[src/rtl/clk_switch_seq.sv]
// clk_switch_seq: sys_clock-domain sequencer for the CPU clock-mux select.
// Holds the CPU in reset around every select change, waits for a stable
// Clock Wizard lock before switching up, and falls back to sys_clock on
// lock timeout or lock loss.
// Optional feature macro: CLKSEL_LOSS_COUNT_EN (8-bit saturating lock-loss counter).
module clk_switch_seq #(
    parameter int HOLD_CYCLES   = 16,
    parameter int LOCK_STABLE   = 64,
    parameter int LOCK_TIMEOUT  = 65535,
    parameter int SETTLE_CYCLES = 8,
    parameter int CNT_W         = 17
) (
    input  logic       sys_clock,
    input  logic       reset,
    input  logic       req_clk_wiz,
    input  logic       clk_wiz_locked,
    output logic       clk_wiz_enable,
    output logic       cpu_reset,
    output logic       busy,
    output logic       lock_fail,
    output logic       lock_lost,
    output logic [7:0] loss_count
);

    typedef enum logic [3:0] {
        ST_BOOT      = 4'd0,
        ST_SYS       = 4'd1,
        ST_HOLD_UP   = 4'd2,
        ST_WAIT_LOCK = 4'd3,
        ST_SWITCH_UP = 4'd4,
        ST_WIZ       = 4'd5,
        ST_HOLD_DN   = 4'd6,
        ST_SWITCH_DN = 4'd7,
        ST_SETTLE_DN = 4'd8
    } state_t;

    // Terminal counts: a state lasting N cycles leaves when its counter reads N-1.
    localparam logic [CNT_W-1:0] HOLD_LAST    = CNT_W'(HOLD_CYCLES - 1);
    localparam logic [CNT_W-1:0] STABLE_LAST  = CNT_W'(LOCK_STABLE - 1);
    localparam logic [CNT_W-1:0] TIMEOUT_LAST = CNT_W'(LOCK_TIMEOUT - 1);
    localparam logic [CNT_W-1:0] SETTLE_LAST  = CNT_W'(SETTLE_CYCLES - 1);
    localparam logic [CNT_W-1:0] CNT_MAX      = {CNT_W{1'b1}};

    logic             req_meta_r;
    logic             req_s_r;
    logic             lock_meta_r;
    logic             lock_s_r;
    state_t           state_r;
    state_t           state_nxt_s;
    logic [CNT_W-1:0] cnt_r;
    logic [CNT_W-1:0] stable_r;
    logic             loss_event_s;
    logic             timeout_s;
    logic             enable_nxt_s;
    logic             cpu_reset_nxt_s;
    logic             busy_nxt_s;
    logic             lock_fail_nxt_s;
    logic             lock_lost_nxt_s;

    // Two-flop synchronisers for the asynchronous request and lock inputs.
    always_ff @(posedge sys_clock or posedge reset) begin
        if (reset) begin
            req_meta_r  <= 1'b0;
            req_s_r     <= 1'b0;
            lock_meta_r <= 1'b0;
            lock_s_r    <= 1'b0;
        end else begin
            req_meta_r  <= req_clk_wiz;
            req_s_r     <= req_meta_r;
            lock_meta_r <= clk_wiz_locked;
            lock_s_r    <= lock_meta_r;
        end
    end

    // State register.
    always_ff @(posedge sys_clock or posedge reset) begin
        if (reset) begin
            state_r <= ST_BOOT;
        end else begin
            state_r <= state_nxt_s;
        end
    end

    // Shared state timer: cleared on every state entry, saturates instead of wrapping.
    always_ff @(posedge sys_clock or posedge reset) begin
        if (reset) begin
            cnt_r <= {CNT_W{1'b0}};
        end else if (state_nxt_s != state_r) begin
            cnt_r <= {CNT_W{1'b0}};
        end else if (cnt_r != CNT_MAX) begin
            cnt_r <= cnt_r + {{(CNT_W-1){1'b0}}, 1'b1};
        end else begin
            cnt_r <= cnt_r;
        end
    end

    // Consecutive synced-lock-high count while waiting; any low sample restarts it.
    always_ff @(posedge sys_clock or posedge reset) begin
        if (reset) begin
            stable_r <= {CNT_W{1'b0}};
        end else if ((state_r == ST_WAIT_LOCK) && (state_nxt_s == ST_WAIT_LOCK) && lock_s_r) begin
            stable_r <= stable_r + {{(CNT_W-1){1'b0}}, 1'b1};
        end else begin
            stable_r <= {CNT_W{1'b0}};
        end
    end

    // Next-state logic; also flags lock-loss and lock-timeout events.
    always_comb begin
        state_nxt_s  = state_r;
        loss_event_s = 1'b0;
        timeout_s    = 1'b0;
        case (state_r)
            ST_BOOT: begin
                if (cnt_r == HOLD_LAST) state_nxt_s = ST_SYS;
                else                    state_nxt_s = ST_BOOT;
            end
            ST_SYS: begin
                if (req_s_r && !lock_fail) state_nxt_s = ST_HOLD_UP;
                else                       state_nxt_s = ST_SYS;
            end
            ST_HOLD_UP: begin
                if (cnt_r == HOLD_LAST) state_nxt_s = ST_WAIT_LOCK;
                else                    state_nxt_s = ST_HOLD_UP;
            end
            ST_WAIT_LOCK: begin
                if (lock_s_r && (stable_r == STABLE_LAST)) begin
                    state_nxt_s = ST_SWITCH_UP;
                end else if (!req_s_r) begin
                    state_nxt_s = ST_SETTLE_DN;
                end else if (cnt_r == TIMEOUT_LAST) begin
                    timeout_s   = 1'b1;
                    state_nxt_s = ST_SETTLE_DN;
                end else begin
                    state_nxt_s = ST_WAIT_LOCK;
                end
            end
            ST_SWITCH_UP: begin
                if (cnt_r == SETTLE_LAST) state_nxt_s = ST_WIZ;
                else                      state_nxt_s = ST_SWITCH_UP;
            end
            ST_WIZ: begin
                // Lock loss skips the hold: the CPU clock is already unusable.
                if (!lock_s_r) begin
                    loss_event_s = 1'b1;
                    state_nxt_s  = ST_SWITCH_DN;
                end else if (!req_s_r) begin
                    state_nxt_s = ST_HOLD_DN;
                end else begin
                    state_nxt_s = ST_WIZ;
                end
            end
            ST_HOLD_DN: begin
                if (!lock_s_r) begin
                    loss_event_s = 1'b1;
                    state_nxt_s  = ST_SWITCH_DN;
                end else if (cnt_r == HOLD_LAST) begin
                    state_nxt_s = ST_SWITCH_DN;
                end else begin
                    state_nxt_s = ST_HOLD_DN;
                end
            end
            ST_SWITCH_DN: begin
                state_nxt_s = ST_SETTLE_DN;
            end
            ST_SETTLE_DN: begin
                if (cnt_r == SETTLE_LAST) state_nxt_s = ST_SYS;
                else                      state_nxt_s = ST_SETTLE_DN;
            end
            default: begin
                state_nxt_s = ST_BOOT;
            end
        endcase
    end

    // Output decode from the next state so the registered outputs line up with the state register.
    always_comb begin
        enable_nxt_s    = 1'b0;
        cpu_reset_nxt_s = 1'b1;
        busy_nxt_s      = 1'b1;
        case (state_nxt_s)
            ST_SYS: begin
                cpu_reset_nxt_s = 1'b0;
                busy_nxt_s      = 1'b0;
            end
            ST_WIZ: begin
                enable_nxt_s    = 1'b1;
                cpu_reset_nxt_s = 1'b0;
                busy_nxt_s      = 1'b0;
            end
            ST_SWITCH_UP, ST_HOLD_DN: begin
                enable_nxt_s = 1'b1;
            end
            default: begin
                enable_nxt_s = 1'b0;
            end
        endcase
        // Sticky flags: a new event wins over the clear so it is never missed.
        if (timeout_s)     lock_fail_nxt_s = 1'b1;
        else if (!req_s_r) lock_fail_nxt_s = 1'b0;
        else               lock_fail_nxt_s = lock_fail;
        if (loss_event_s)  lock_lost_nxt_s = 1'b1;
        else if (!req_s_r) lock_lost_nxt_s = 1'b0;
        else               lock_lost_nxt_s = lock_lost;
    end

    // Registered outputs; reset forces sys_clock select and CPU reset immediately.
    always_ff @(posedge sys_clock or posedge reset) begin
        if (reset) begin
            clk_wiz_enable <= 1'b0;
            cpu_reset      <= 1'b1;
            busy           <= 1'b1;
            lock_fail      <= 1'b0;
            lock_lost      <= 1'b0;
        end else begin
            clk_wiz_enable <= enable_nxt_s;
            cpu_reset      <= cpu_reset_nxt_s;
            busy           <= busy_nxt_s;
            lock_fail      <= lock_fail_nxt_s;
            lock_lost      <= lock_lost_nxt_s;
        end
    end

`ifdef CLKSEL_LOSS_COUNT_EN
    logic [7:0] loss_cnt_r;

    // Saturating lock-loss event counter; only reset clears it.
    always_ff @(posedge sys_clock or posedge reset) begin
        if (reset) begin
            loss_cnt_r <= 8'd0;
        end else if (loss_event_s && (loss_cnt_r != 8'hFF)) begin
            loss_cnt_r <= loss_cnt_r + 8'd1;
        end else begin
            loss_cnt_r <= loss_cnt_r;
        end
    end

    assign loss_count = loss_cnt_r;
`else
    assign loss_count = 8'd0;
`endif

endmodule

[config.mk]
export PLATFORM = sky130hd
export DESIGN_NAME = clk_switch_seq
export DESIGN_NICKNAME = d
export VERILOG_FILES = /design/src/rtl/clk_switch_seq.sv
export SDC_FILE = /design/constraint.sdc
export NUM_CORES = 1
export LEC_CHECK = 0
export CORE_ASPECT_RATIO = 0.5
export CORE_MARGIN = 2
export CORE_UTILIZATION = 40
export DETAILED_ROUTE_END_ITERATION = 8
export REMOVE_ABC_BUFFERS = 1
export SETUP_SLACK_MARGIN = 0.02
export SLEW_MARGIN = 0
export SYNTH_ARGS = -nofsm -noshare
export SYNTH_HDL_FRONTEND = slang
export SYNTH_SLANG_ARGS = --single-unit
[constraint.sdc]
create_clock -name sys_clock -period 5.6 [get_ports sys_clock]
set_input_delay 1.12 -clock sys_clock [delete_from_list [all_inputs] [get_ports sys_clock]]
set_output_delay 1.12 -clock sys_clock [all_outputs]
set_load 0.01 [all_outputs]
-- Yosys cells after proc, flatten, opt, wreduce, memory -nomap -nowiden
Index checks and enable logic that the tools add are counted.
- bits in latches: 0
- RAM bits: 0
- logic and storage cells: 71
- ROM bits: 0
- register bits: 46
- memories: 0
- reductions and logical operators: 10
- shift operators: 0
- multipliers: 0
- bitwise gates (word level): 0
- eq/ne operators: 21
- mux-type cells: 27
- magnitude comparators: 0
- divide/modulo/power cells: 0
- add/subtract/negate cells: 2
- operators with widths (kind ; count):
    $mux W17 ; 3
    $pmux W4 S9 ; 1
    $add A17 B1 Y17 const B ; 2
    $eq A4 B3 Y1 const B ; 7
    $eq A17 B16 Y1 const B ; 1
    $eq A17 B3 Y1 const B ; 1
    $eq A17 B4 Y1 const B ; 1
    $eq A17 B6 Y1 const B ; 1
    $ne A17 B17 Y1 const B ; 1
    $mux W1 ; 16
    $mux W4 ; 4
    $eq A4 B2 Y1 const B ; 3
    $eq A4 B1 Y1 const B ; 2
    $mux W2 ; 3
    $eq A4 B4 Y1 const B ; 1
    $logic_and A1 B1 Y1 ; 4
    $logic_not A4 Y1 ; 1
    $ne A2 B1 Y1 const B ; 2
    $ne A4 B4 Y1 ; 1
    $reduce_or A2 Y1 ; 2
    $reduce_or A3 Y1 ; 1
    $reduce_bool A2 Y1 ; 1
    $logic_not A1 Y1 ; 1

-- Depth between registers and ports, before layout
- depth after elaboration: 9
- depth in mapped cells: 11

-- Worst setup path after synthesis
OpenSTA, ideal clock, no wires.
- path kind: register -> register
- from: register cnt_r[2]
- to: register cnt_r[13]
- path buffers: 1
- slack: 3.514 ns
- arrival: 1.968 ns
- period minus slack after synthesis: 2.086 ns
- setup time: 0.119 ns
- cell stages (with the launch flop): 12
- cells stage by stage: dfrtp_1 -> and4_4 -> nand3_4 -> nor3_1 -> ha_1 -> clkbuf_1 -> and3b_1 -> nand2_1 -> nor2_1 -> nand3_1 -> xor2_1 -> nor2_2
- cells in the longest elaborated chain, start to end: 7
- RTL lines (item ; RTL line ; RTL):
    from (decl) ; 50 ; logic [CNT_W-1:0] cnt_r;
    from (signal assigned) ; 87 ; cnt_r <= {CNT_W{1'b0}};
    from (signal assigned) ; 89 ; cnt_r <= {CNT_W{1'b0}};
    from (signal assigned) ; 91 ; cnt_r <= cnt_r + {{(CNT_W-1){1'b0}}, 1'b1};
    $eq A17 B16 Y1 ; 131 ; end else if (cnt_r == TIMEOUT_LAST) begin
    $mux W4 ; 131 ;
    $mux W4 ; 129 ; end else if (!req_s_r) begin
    $mux W4 ; 127 ; if (lock_s_r && (stable_r == STABLE_LAST)) begin
    $pmux W4 S9 ; 113 ; case (state_r)
    $ne A4 B4 Y1 ; 88 ; end else if (state_nxt_s != state_r) begin
    $mux W17 / $reduce_bool A2 Y1 (equally long branches) ; -- ;
Parallel ways exist; a longest one is shown, timed or not. The select of a mux whose other input is x is not followed.
A chain may end at the register's enable or synchronous reset.

==> results by group <==
Outcome
  • Status: finished, final reports clean

Yosys
  • Ys async rst share: 100%
  • Mapped Area: 2430 sq um
  • Netlist cell types: 48
  • Post-synth EDFFs: 0
  • Yosys warning count: 0
  • Post-Synthesis Cells: 249
  • Top post-synthesis cells by count: 45 x dfrtp_1, 40 x nor2_1, 18 x xor2_1
  • Yosys reg bits: 46
  • Syn Area/Cell: 9.77 sq um
  • XOR/XNOR Fraction of Synth Area: 11.5%
  • Count leader, synth: dfrtp_1
  • Ranking of synthesized cells by area: dfrtp_1 46%, xor2_1 6.5%, nor2_1 6.2%, xnor2_1 5.0%, nor4_1 3.3%
  • Mux contribution to synthesized area: 0.823%
  • Simple-Gate Fraction of Synth Area: 27.4%
  • Synth top area share: 46.3%
  • Leading area contributor after synthesis: dfrtp_1
  • Post-synthesis compound-gate area fraction: 4.53%
  • Main combinational cell family by area after synthesis: simple AND/OR/NAND/NOR gates
  • Prevailing post-synth register cell: dfrtp_1
  • Post-Synth Adder-Cell Area: 2.06%
  • Sequential area share after synthesis: 47.4%

Floorplan
  • # rows: 20
  • Full die area: 6760 sq um
  • Starting Density: 40.7%
  • Die W: 114 um
  • Core box area: 5980 sq um
  • # IOs: 17
  • Die Y-Extent: 59.1 um

STA
  • Tcrit/Tclk final: 43.8%
  • Slew Viols, Final: 0
  • Slew @ Worst Pin: 935 ps
  • RSZ-0062 raised after global routing: no
  • Setup-failing EPs final: 0
  • Setup slack after layout: 3140 ps
  • Smallest hold slack: 349 ps
  • Fmax: 0.407 GHz
  • Worst Clk Skew: 7.23 ps
  • Hold Fails Final Rpt: 0
  • Worst slew margin: 37.6%
  • Min Tclk post-route: 2460 ps
  • Setup tns final: 0 ps

Route
  • Residual DRC: 0
  • Drt wl/cell: 12.7 um
  • Final WL: 4230 um
  • Number of DRC markers in iteration 0: 72
  • Number of iterations in the first detailed-routing pass: 4
  • Drt via density: 5.09
  • Final ANT Viol Nets: 0
  • Vias: 1694

CTS
  • Maximum clock path buffer count: 2
  • H-tree levels: 2
  • Inserted Clock Buffers: 5
  • CTS resizes: 0
  • CTS tree: built
  • CTS Hold Bufs: 0
  • CTS clk-pin slew, worst paths: 60 ps
  • Root Driver: clkbuf_16
  • Clk sink count: 46
  • Post-CTS setup buffers: 0
  • Skew-Pair Late Insertion Delay: 290 ps

Layout
  • Fin cells: 333
  • Layout cells sized above 1: 7.03%
  • Multi-input logic area: 1160 sq um
  • Area Growth Syn to Fin: 9.62%
  • Nets: 263
  • Largest registers: cnt_r (17), stable_r (17), state_r (4)
  • Diode count: 0
  • Final Core Density: 44.6%
  • Seq. cell area: 1150 sq um
  • Fillers: 558

Placement
  • Setup WS pre-CTS: 3260 ps
  • Post-Place Cells: 325
  • Port Buf Inserts: 8
  • GP Congestion: 0.858
  • DP Wirelength: 3010 um

Critical path
  • CP Launch Type: register
  • Crit Path Category: reg -> out
  • Slowest CP cell: clkdlybuf4s50_1
  • Slowest cell delay on critical path: 530 ps
  • Req. time, crit path: 4480 ps
  • Worst Setup End Kind: output pin
  • Crit path arrival time: 1340 ps
  • CP Cell Sequence: clkdlybuf4s50_1
  • Crit path buf inv count: 1
  • Critical-path maximum fanout: 2
  • Critical path's top delay family: buffers and inverters

GRT
  • Most Crowded Layer GR: met2
  • First-pass GRT wire length: 7540 um
  • Total track usage: 14.4%
  • Largest net degree at the start of global routing: 47
  • Overflow after GRT: 0
  • Met2 Resource Use GR: 22.3%
  • Initial antenna violation count: 0
  • Vias in the first global route: 1655
  • Met3 Track Usage GR: 3.99%
  • Met1 Use GR: 19.2%

Min path
  • Class of the worst hold path: reg -> reg

Power and ir drop
  • P_leak: 1.12 nW
  • Worst VDD drop: 0.109 mV
  • Pwr dens: 336 nW/um^2

Run
  • Number of max-cap violations: 0
-- report_power, final --
part	internal, mW	switching [mW]	total (mW)
logic	0.0803	0.109	0.189
clock network	0.177	0.121	0.297
registers	0.366	0.0436	0.410
total	0.623	0.273	0.896
-- final timing paths --
path / start / slack [ps] / end / cells after the start
max in group asynchronous: reset / 3650 / state_r[2]$_DFF_PP0_ / 2
min in group asynchronous: reset / 1360 / cnt_r[16]$_DFFE_PP0P_ / 2
worst max register to register: cnt_r[0]$_DFFE_PP0P_ / 3250 / state_r[0]$_DFF_PP0_ / 7
worst min register to register: lock_meta_r$_DFF_PP0_ / 350 / lock_s_r$_DFF_PP0_ / 0
worst min-delay path: lock_meta_r$_DFF_PP0_ / 350 / lock_s_r$_DFF_PP0_ / 0
worst max-delay path: busy$_DFF_PP1_ / 3140 / cpu_reset / 1
-- cell type report --
| class | count | area share, % |
|---|---|---|
| clock buffers | 6 | 5.21 |
| clock inverters | 2 | 0.469 |
| multi-input cells | 186 | 43.4 |
| inverters | 8 | 1.13 |
| well taps | 77 | 3.61 |
| flip-flops and latches | 46 | 43.2 |
| repair buffers | 8 | 3.00 |
-- metrics by stage --
stage                     instance area [sq um]  total power [mW]
after CTS                                  2670             0.907
final                                      2670             0.896
after global placement                     2510             0.598
after floorplan                            2340             0.551
after detailed placement                   2510             0.604
after global routing                       2670             0.955
-- logic make-up after synthesis --
| logic type | count (synthesis) |
|---|---|
| other | 1 |
| flip-flops | 46 |
| buffers and inverters | 24 |
| multiplexers | 2 |
| AND/OR/NAND/NOR | 126 |
| XOR/XNOR | 32 |
| adder cells (fa/ha/maj) | 4 |
| AO/OA/AOI/OAI | 14 |
-- routing by layer --
metal  wire, um  vias to the layer above  share of wire (%)
li1           -                      854                  -
met1       2150                      813                 51
met2       1900                       23                 45
met3        120                        4                2.8
met4         50                        0                1.2
met5          0                        -                  0
-- cell usage in the layout, fill, tap and decap left out, types with 4 or more instances in the layout --
cell / synthesis / layout
nand3_1: 14 / 14
nand4_1: 8 / 8
xnor2_1: 14 / 14
nand2_1: 16 / 16
nor4_1: 13 / 13
xor2_1: 18 / 18
clkbuf_16: 0 / 5
clkdlybuf4s50_1: 0 / 8
ha_1: 4 / 4
inv_1: 8 / 7
dfrtp_1: 45 / 45
nor3_1: 5 / 5
conb_1: 1 / 8
nor2_1: 40 / 40
and3_1: 5 / 5
nand2b_1: 5 / 5
(Power assumes the default switching activity.)
